## config.mk

```make
export PLATFORM = sky130hd
export DESIGN_NAME = coin_render_ctrl
export DESIGN_NICKNAME = d
export VERILOG_FILES = /design/src/rtl/coin_render_pkg.sv /design/src/rtl/coin_hit_detect.sv /design/src/rtl/coin_render_ctrl.sv
export SDC_FILE = /design/constraint.sdc
export NUM_CORES = 1
export LEC_CHECK = 0
export CAP_MARGIN = 30
export CELL_PAD_IN_SITES_DETAIL_PLACEMENT = 1
export CELL_PAD_IN_SITES_GLOBAL_PLACEMENT = 1
export CORE_MARGIN = 4
export CORE_UTILIZATION = 47
export DETAILED_ROUTE_END_ITERATION = 10
export GPL_TIMING_DRIVEN = 1
export PLACE_DENSITY = 0.89
export SLEW_MARGIN = 15
export SYNTH_ARGS = -nofsm -noshare
export SYNTH_HDL_FRONTEND = slang
export SYNTH_SLANG_ARGS = --single-unit
```

## constraint.sdc

```tcl
create_clock -name Clk -period 3.5 [get_ports Clk]
set_input_delay 0.7 -clock Clk [delete_from_list [all_inputs] [get_ports Clk]]
set_output_delay 0.7 -clock Clk [all_outputs]
set_load 0.01 [all_outputs]
```

## src/rtl/coin_render_pkg.sv

```systemverilog
// Shared types and default sprite/animation constants for the coin renderer.
package coin_render_pkg;

  typedef struct packed {
    logic       en;
    logic [9:0] x;
    logic [9:0] y;
  } coin_slot_t;

  localparam int unsigned DEF_N_COINS   = 4;
  localparam int unsigned DEF_SPRITE_W  = 16;
  localparam int unsigned DEF_SPRITE_H  = 16;
  localparam int unsigned DEF_N_FRAMES  = 4;
  localparam int unsigned DEF_FRAME_DIV = 8;
  localparam logic [7:0]  DEF_TRANSP_IDX = 8'd1;

  // Index width that never collapses to zero bits for single-entry sizes.
  function automatic int unsigned clog2_min1(input int unsigned n);
    return (n > 1) ? $clog2(n) : 1;
  endfunction

endpackage

```

## src/rtl/coin_hit_detect.sv

```systemverilog
// Priority hit test of one scan position against the active coin table.
module coin_hit_detect
  import coin_render_pkg::*;
#(
  parameter int unsigned N_COINS  = DEF_N_COINS,
  parameter int unsigned SPRITE_W = DEF_SPRITE_W,
  parameter int unsigned SPRITE_H = DEF_SPRITE_H,
  parameter int unsigned ID_W     = clog2_min1(N_COINS)
) (
  input  coin_slot_t [N_COINS-1:0] slots,
  input  logic [9:0]               draw_x,
  input  logic [9:0]               draw_y,
  input  logic                     pix_active,
  output logic                     hit,
  output logic [ID_W-1:0]          id,
  output logic [9:0]               col,
  output logic [9:0]               row
);

  logic [N_COINS-1:0][9:0] dx;
  logic [N_COINS-1:0][9:0] dy;
  logic [N_COINS-1:0]      in_box;

  // Unsigned 10-bit differences: a position left of / above the origin
  // wraps to a large value and therefore fails the size compare.
  for (genvar i = 0; i < N_COINS; i++) begin : g_slot
    assign dx[i]     = draw_x - slots[i].x;
    assign dy[i]     = draw_y - slots[i].y;
    assign in_box[i] = slots[i].en && pix_active &&
                       ({1'b0, dx[i]} < 11'(SPRITE_W)) &&
                       ({1'b0, dy[i]} < 11'(SPRITE_H));
  end

  // Scan high to low so the lowest hitting index is the one left standing.
  always_comb begin
    hit = 1'b0;
    id  = '0;
    col = '0;
    row = '0;
    for (int i = N_COINS - 1; i >= 0; i--) begin
      if (in_box[i]) begin
        hit = 1'b1;
        id  = ID_W'(i);
        col = dx[i];
        row = dy[i];
      end
    end
  end

endmodule

```

## src/rtl/coin_render_ctrl.sv

```systemverilog
// Coin sprite render sequencer: double-buffered coin table, spin animation
// counter and a 3-stage hit/ROM/palette pipeline (latency 3, no stalls).
module coin_render_ctrl
  import coin_render_pkg::*;
#(
  parameter int unsigned N_COINS    = DEF_N_COINS,
  parameter int unsigned SPRITE_W   = DEF_SPRITE_W,
  parameter int unsigned SPRITE_H   = DEF_SPRITE_H,
  parameter int unsigned N_FRAMES   = DEF_N_FRAMES,
  parameter int unsigned FRAME_DIV  = DEF_FRAME_DIV,
  parameter logic [7:0]  TRANSP_IDX = DEF_TRANSP_IDX,
  localparam int unsigned ID_W = clog2_min1(N_COINS),
  localparam int unsigned CW   = clog2_min1(SPRITE_W),
  localparam int unsigned RW   = clog2_min1(SPRITE_H),
  localparam int unsigned FW   = clog2_min1(N_FRAMES),
  localparam int unsigned AW   = FW + RW + CW
) (
  input  logic            Clk,
  input  logic            Reset_n,
  input  logic [9:0]      DrawX,
  input  logic [9:0]      DrawY,
  input  logic            pix_active,
  input  logic            frame_sync,
  input  logic            cfg_we,
  input  logic [ID_W-1:0] cfg_idx,
  input  logic [9:0]      cfg_x,
  input  logic [9:0]      cfg_y,
  input  logic            cfg_en,
  output logic [AW-1:0]   rom_addr,
  input  logic [7:0]      rom_data,
  output logic [7:0]      pal_index,
  input  logic [11:0]     pal_rgb,
  output logic            coin_hit,
  output logic [ID_W-1:0] coin_id,
  output logic [3:0]      coin_red,
  output logic [3:0]      coin_green,
  output logic [3:0]      coin_blue
);

  localparam int unsigned DW = clog2_min1(FRAME_DIV);

  coin_slot_t [N_COINS-1:0] shadow_q, shadow_d;
  coin_slot_t [N_COINS-1:0] active_q, active_d;
  logic [DW-1:0]   div_q, div_d;
  logic [FW-1:0]   frame_q, frame_d;

  logic            hit0_q, hit0_d;
  logic [ID_W-1:0] id0_q, id0_d;
  logic [CW-1:0]   col0_q, col0_d;
  logic [RW-1:0]   row0_q, row0_d;
  logic            hit1_q, hit1_d;
  logic [ID_W-1:0] id1_q, id1_d;
  logic [AW-1:0]   rom_addr_q, rom_addr_d;
  logic            coin_hit_q, coin_hit_d;
  logic [ID_W-1:0] coin_id_q, coin_id_d;
  logic [11:0]     rgb_q, rgb_d;

  logic            det_hit;
  logic [ID_W-1:0] det_id;
  logic [9:0]      det_col, det_row;

  coin_hit_detect #(
    .N_COINS (N_COINS),
    .SPRITE_W(SPRITE_W),
    .SPRITE_H(SPRITE_H),
    .ID_W    (ID_W)
  ) u_hit (
    .slots     (active_q),
    .draw_x    (DrawX),
    .draw_y    (DrawY),
    .pix_active(pix_active),
    .hit       (det_hit),
    .id        (det_id),
    .col       (det_col),
    .row       (det_row)
  );

  // Shadow write, then whole-table commit on frame_sync; committing shadow_d
  // lets a write in the frame_sync cycle land in the active table too.
  always_comb begin
    shadow_d = shadow_q;
    if (cfg_we && (32'(cfg_idx) < N_COINS))
      shadow_d[cfg_idx] = '{en: cfg_en, x: cfg_x, y: cfg_y};
    active_d = frame_sync ? shadow_d : active_q;
  end

  // Spin animation: frame_idx steps once every FRAME_DIV frame_sync pulses.
  always_comb begin
    div_d   = div_q;
    frame_d = frame_q;
    if (frame_sync) begin
      if (div_q == DW'(FRAME_DIV - 1)) begin
        div_d   = '0;
        frame_d = frame_q + 1'b1;
      end else begin
        div_d = div_q + 1'b1;
      end
    end
  end

  // Pipeline: stage 0 captures the hit test, stage 1 launches the ROM address
  // (held on misses), stage 2 merges ROM index and palette colour.
  always_comb begin
    hit0_d     = det_hit;
    id0_d      = det_id;
    col0_d     = det_col[CW-1:0];
    row0_d     = det_row[RW-1:0];
    hit1_d     = hit0_q;
    id1_d      = id0_q;
    rom_addr_d = hit0_q ? {frame_q, row0_q, col0_q} : rom_addr_q;
    coin_hit_d = hit1_q && (rom_data != TRANSP_IDX);
    coin_id_d  = id1_q;
    rgb_d      = coin_hit_d ? pal_rgb : 12'h000;
  end

  // State and pipeline registers.
  always_ff @(posedge Clk or negedge Reset_n) begin
    if (!Reset_n) begin
      shadow_q   <= '0;
      active_q   <= '0;
      div_q      <= '0;
      frame_q    <= '0;
      hit0_q     <= 1'b0;
      id0_q      <= '0;
      col0_q     <= '0;
      row0_q     <= '0;
      hit1_q     <= 1'b0;
      id1_q      <= '0;
      rom_addr_q <= '0;
      coin_hit_q <= 1'b0;
      coin_id_q  <= '0;
      rgb_q      <= '0;
    end else begin
      shadow_q   <= shadow_d;
      active_q   <= active_d;
      div_q      <= div_d;
      frame_q    <= frame_d;
      hit0_q     <= hit0_d;
      id0_q      <= id0_d;
      col0_q     <= col0_d;
      row0_q     <= row0_d;
      hit1_q     <= hit1_d;
      id1_q      <= id1_d;
      rom_addr_q <= rom_addr_d;
      coin_hit_q <= coin_hit_d;
      coin_id_q  <= coin_id_d;
      rgb_q      <= rgb_d;
    end
  end

  assign rom_addr   = rom_addr_q;
  assign pal_index  = rom_data;
  assign coin_hit   = coin_hit_q;
  assign coin_id    = coin_id_q;
  assign coin_red   = rgb_q[11:8];
  assign coin_green = rgb_q[7:4];
  assign coin_blue  = rgb_q[3:0];

endmodule
```

Word-level counts from Yosys, hierarchy flattened
Index checks and enable logic that the tools add are counted.
{"block": "word_totals", "elab_cells": 95, "output_inout_bits": 33, "input_bits": 68, "register_bits": 212}
{"block": "classes", "n_reduce_logical": 15, "eq_ne": 2, "muxes": 22, "magnitude_cmp": 10, "n_addsub": 10}
{"cell": "$bwmux 84", "n": 1}
{"cell": "$mux 84", "n": 1}
{"cell": "$lt 10x5->1 const B", "n": 8}
{"cell": "$sub 10x10->10", "n": 8}
{"cell": "$demux 21 s2", "n": 1}
{"cell": "$mux 4", "n": 8}
{"cell": "$mux 21", "n": 1}
{"cell": "$logic_and 1x1->1", "n": 14}
{"cell": "$mux 12", "n": 1}
{"cell": "$mux 2", "n": 4}
{"cell": "$ne 8x1->1 const B", "n": 1}
{"cell": "$mux 1", "n": 4}
{"cell": "$add 3x1->3 const B", "n": 1}
{"cell": "$eq 3x3->1 const B", "n": 1}
{"cell": "$lt 2x3->1 const B", "n": 1}
{"cell": "$mux 3", "n": 1}
{"cell": "$add 2x1->2 const B", "n": 1}
{"cell": "$ge 2x1->1 const B", "n": 1}
{"cell": "$reduce_and 2->1", "n": 1}

Logic depth before layout (Yosys ltp)
{"block": "depth", "ltp_word": 8, "ltp_mapped": 14}

By module
Synthesis repeated with hierarchy kept, for this count alone.
{"block": "unflattened", "hier_cells": 1313, "area_unflattened_um2": 11933.9}
{"module": "coin_render_ctrl", "cells_per_inst": 720, "area_per_inst_um2": 7712.4, "instances": 1}
{"module": "coin_hit_detect", "cells_per_inst": 593, "area_per_inst_um2": 4221.5, "instances": 1}

Least setup slack after synthesis
OpenSTA, ideal clock, no wires.
{"block": "synth_timing", "kind": "input port to flip-flop", "start": "input port DrawY[0]", "end": "register col0_q[0]", "t_arrival_ps": 3271, "path_slack_ps": 104, "path_stages": 12, "setup_ps": 125, "path_cell_list": "inv_1 > ha_1 > fa_1 > nor2b_1 > o22ai_1 > xnor2_1 > nor4_2 > nand4_1 > or4_4 > o31ai_4 > o221a_2 > o22ai_1"}
{"block": "synth_between", "elab_chain_cells": 7, "elab_cells_between_ends": 16}
{"item": "start, declared", "line": "coin_render_ctrl.sv:21", "source": "input logic [9:0] DrawY,"}
{"item": "$sub 10x10->10", "line": "coin_hit_detect.sv:28", "source": "assign dy[i] = draw_y - slots[i].y;"}
{"item": "$lt 10x5->1", "line": "coin_hit_detect.sv:31", "source": "({1'b0, dy[i]} < 11'(SPRITE_H));"}
{"item": "$logic_and 1x1->1", "line": "coin_hit_detect.sv:30", "source": "({1'b0, dx[i]} < 11'(SPRITE_W)) &&"}
{"item": "$mux 4 (3 in series)", "line": "coin_hit_detect.sv:41", "source": "if (in_box[i]) begin"}
{"item": "$mux 4 *", "line": "coin_hit_detect.sv:41"}
{"item": "named net det_col[0]", "line": "coin_render_ctrl.sv:60", "source": "logic [9:0] det_col, det_row;"}
{"item": "end signal, assigned", "line": "coin_render_ctrl.sv:140", "source": "col0_q <= col0_d;"}
{"item": "end, declared", "line": "coin_render_ctrl.sv:49", "source": "logic [CW-1:0] col0_q, col0_d;"}
Mark *: on every way through the listed nets, which the timed path passes. The rest lies on a longest branch.
A chain may end at the register's enable or synchronous reset.

Worst setup path in the final report
{"block": "layout_timing", "start": "input port DrawY[3]", "end": "register row0_q[2]"}
{"block": "layout_between", "elab_chain_cells": 7, "elab_cells_between_ends": 16}
{"item": "$sub 10x10->10", "line": "coin_hit_detect.sv:28"}
{"item": "$lt 10x5->1", "line": "coin_hit_detect.sv:31"}
{"item": "$logic_and 1x1->1", "line": "coin_hit_detect.sv:30"}
{"item": "$mux 4 (3 in series)", "line": "coin_hit_detect.sv:41"}
{"item": "$mux 4 *", "line": "coin_hit_detect.sv:41"}
{"item": "named net det_row[2]", "line": "coin_render_ctrl.sv:60"}
{"item": "end signal, assigned", "line": "coin_render_ctrl.sv:141", "source": "row0_q <= row0_d;"}
{"item": "end, declared", "line": "coin_render_ctrl.sv:50", "source": "logic [RW-1:0] row0_q, row0_d;"}
Marked as above.

==> impl_metrics.toml <==
[floorplanning]
coreArea_mm2 = 0.0237
die_w_um = 164
start_util = 0.482
die_area_mm2 = 0.0268
dieHeight_um = 164
row_count = 56
ios = 101

[grt]
antenna_found_initial = 0
grt_overflow = 0
grt_pass1_vias = 11300
grt_max_degree = 76
grt_pass1_wl_um = 63800
grt_usage = 0.308

[setup_path]
cp_data_required_time_ns = 3.98
r2r.worst_path.cells = 11
endpoint_kind = "register"
cp.arrival_ns = 4.37
r2r_setup_slack_ns = -0.17
timing.rr.start = "active_q[23]$_DFFE_PN0P_"
r2r-end = "row0_q[2]$_DFF_PN0_"
crit_fanout = 6
crit_type = "in2reg"
start_kind = "input pin"

[synth]
syn_nets = 1209
synth_cell_types = 70
synthCells = 1059
ys.flop_type = "dfrtp_1"
synth_edf_count = 0
syn_area_per_cell_um2 = 10.8
synth_largest_area_cell = "dfrtp_1"
syn_area_mm2 = 0.0114
ys_async_sr_fraction = 1.00
yosys-top-cells-area = "dfrtp_1, mux2_2, ha_1, o21ai_0, nand2_1"
synth_top_area_share = 0.465
ys_seq_area_frac = 0.465
yosys_warnings = 0
ys_ff_latch = 212

[cells_and_area]
mostFrequentLayoutCells = "dfrtp_1, buf_4, mux2_2"
instances_no_fill = 1639
nNetsFinal = 1452
fillers = 2528
syn2layout_area_growth_pct = 31.4
diodes = 0
register_area_mm2 = 0.00531
drive_gt1_frac = 0.300
multi_input_area_mm2 = 0.00590
mostFrequentLayoutCell = "dfrtp_1"

[detailed_routing]
routedWlPerCell_um = 28.7
vias_per_cell = 6.29
drt_wl_total_um = 47000
dr.pass1.iters = 7
drtAntennaViolNets = 0
drc = 0
drt_iter0_markers = 855
vias = 10300

[clocking]
root_buffer = "clkbuf_16"
cts_tree = "done"
clkLatencyLatePin_ns = 0.55
cts_buffers = 24
holdBufCountCts = 0
htreeDepth = 1
clk_pin_slew_ns = 0.08
cts.path.max_buffers = 3
clock_sinks = 212

[sta]
final.setup.worst_slack_ns = -0.394
setup_viol = 11
period_needed_ns = 3.89
slew_headroom = 0.472
post-route-period-util = 1.11
tns_ns = -2.89
worstMarginPinSlew_ns = 0.784
hold_viol = 0
clock.fmax_ghz = 0.257
slew_violations = 0
clock_skew_ns = 0.0231

[place]
port_buffers = 100
place.gp.congestion = 0.903
dpl_worst_slack_ns = -0.834
dp_hpwl_um = 27700
dp.cells = 1592

[power]
irDropWorstVdd_v = 0.000464
power.density_mw_per_mm2 = 599
p_leak_nw = 6.85

[run]
cap_viol_max_count = 0

[status]
violations = "negative setup slack"
status = "complete, but fails checks"

[worst_hold_path]
hp-class = "in2async"
## where the power goes
group	switching [W]	leakage, nW	internal, W	total (W)
clock network	0.00114	0.382	0.00143	0.00257
logic	0.00191	3.84	0.00143	0.00334
registers	0.000215	2.62	0.00285	0.00307
total	0.00327	6.85	0.00572	0.00898
## synthesized netlist by cell type (5+ instances only)
library cell,instances
dfrtp_1,212
mux2_2,119
o21ai_0,97
nand2_1,88
inv_1,84
ha_1,74
a21oi_1,29
nor2_1,29
clkbuf_1,25
o21a_1,22
xnor2_1,20
nand3_1,18
nor3_1,17
xor2_1,17
nor2b_1,16
and2_1,13
o2111ai_1,9
o22ai_1,9
a21o_1,8
buf_4,8
fa_1,8
nand4_1,8
a31oi_1,7
nand2b_1,7
a211oi_1,6
buf_2,6
nand3b_1,6
and3_1,5
buf_1,5
o221a_2,5
o31a_1,5
or3_1,5
## state kept, by name (all words and copies together) (netlist names)
register / flops
hit0_q: 1
row0_q: 4
id0_q: 2
coin_id: 2
coin_id_d: 2
rom_addr: 10
frame_q: 2
coin_hit: 1
col0_q: 4
div_q: 3
shadow_q: 84
hit1_q: 1
active_q: 84
rgb_q: 12
## logic make-up after synthesis
logic type	share of synthesized area
AO/OA/AOI/OAI	0.141
AND/OR/NAND/NOR	0.104
flip-flops	0.465
buffers and inverters	0.0464
multiplexers	0.120
adder cells (fa/ha/maj)	0.0952
XOR/XNOR	0.0284
## worst max-delay path by stage
stage | start | endpoint | cells after the start
after CTS | DrawY[1] | id0_q[0]$_DFF_PN0_ | 13
after global placement | DrawY[0] | col0_q[1]$_DFF_PN0_ | 13
after detailed placement | DrawY[0] | row0_q[0]$_DFF_PN0_ | 14
after global routing | DrawY[3] | row0_q[2]$_DFF_PN0_ | 12
after floorplan | DrawY[0] | col0_q[0]$_DFF_PN0_ | 12
final | DrawY[3] | row0_q[2]$_DFF_PN0_ | 12
## what timing repair did
action	in CTS	in global routing
pin swaps	10	19
buffers inserted	0	2
gates cloned	1	0
endpoints found under the setup margin	11	10
resized for setup	33	51
## layout make-up
cell class / instances / area share
multi-input combinational: 719 / 0.394
sequential: 212 / 0.354
timing repair buffer: 261 / 0.152
clock buffer: 29 / 0.0440
tap: 319 / 0.0266
inverter: 84 / 0.0210
clock inverter: 15 / 0.00926
## per-layer routing
metal | wire length [µm] | up-vias | part of all wire | global-route usage
met1 | 17300 | 5170 | 0.37 | 0.344
met5 | 0 | - | 0 | 0.00947
met3 | 3530 | 233 | 0.075 | 0.0547
met4 | 3380 | 0 | 0.072 | 0.172
li1 | - | 4248 | - | -
met2 | 22800 | 651 | 0.49 | 0.552
## critical path, stage by stage
cell             delay [ns]
clkdlybuf4s50_1        0.47
buf_4                  0.19
ha_1                   0.36
buf_4                  0.17
o21ai_0                0.13
nand2b_1               0.12
xnor2_1                0.61
nand4_1                0.47
nor4_4                 0.41
nand2_2                0.17
o21ai_0                0.34
o22a_1                 0.22
## stage by stage
step	instance area, µm²	total power [W]	hold WS, ns	util
2_1_floorplan	11400	0.00457	0.331	-
3_3_place_gp	13800	0.00560	0.334	0.585
3_5_place_dp	13800	0.00585	0.342	0.585
4_1_cts	14800	0.00857	0.207	0.623
5_1_grt	15000	0.00930	0.223	0.633
6_report	15000	0.00898	0.184	0.633
(Power assumes the default switching activity.)
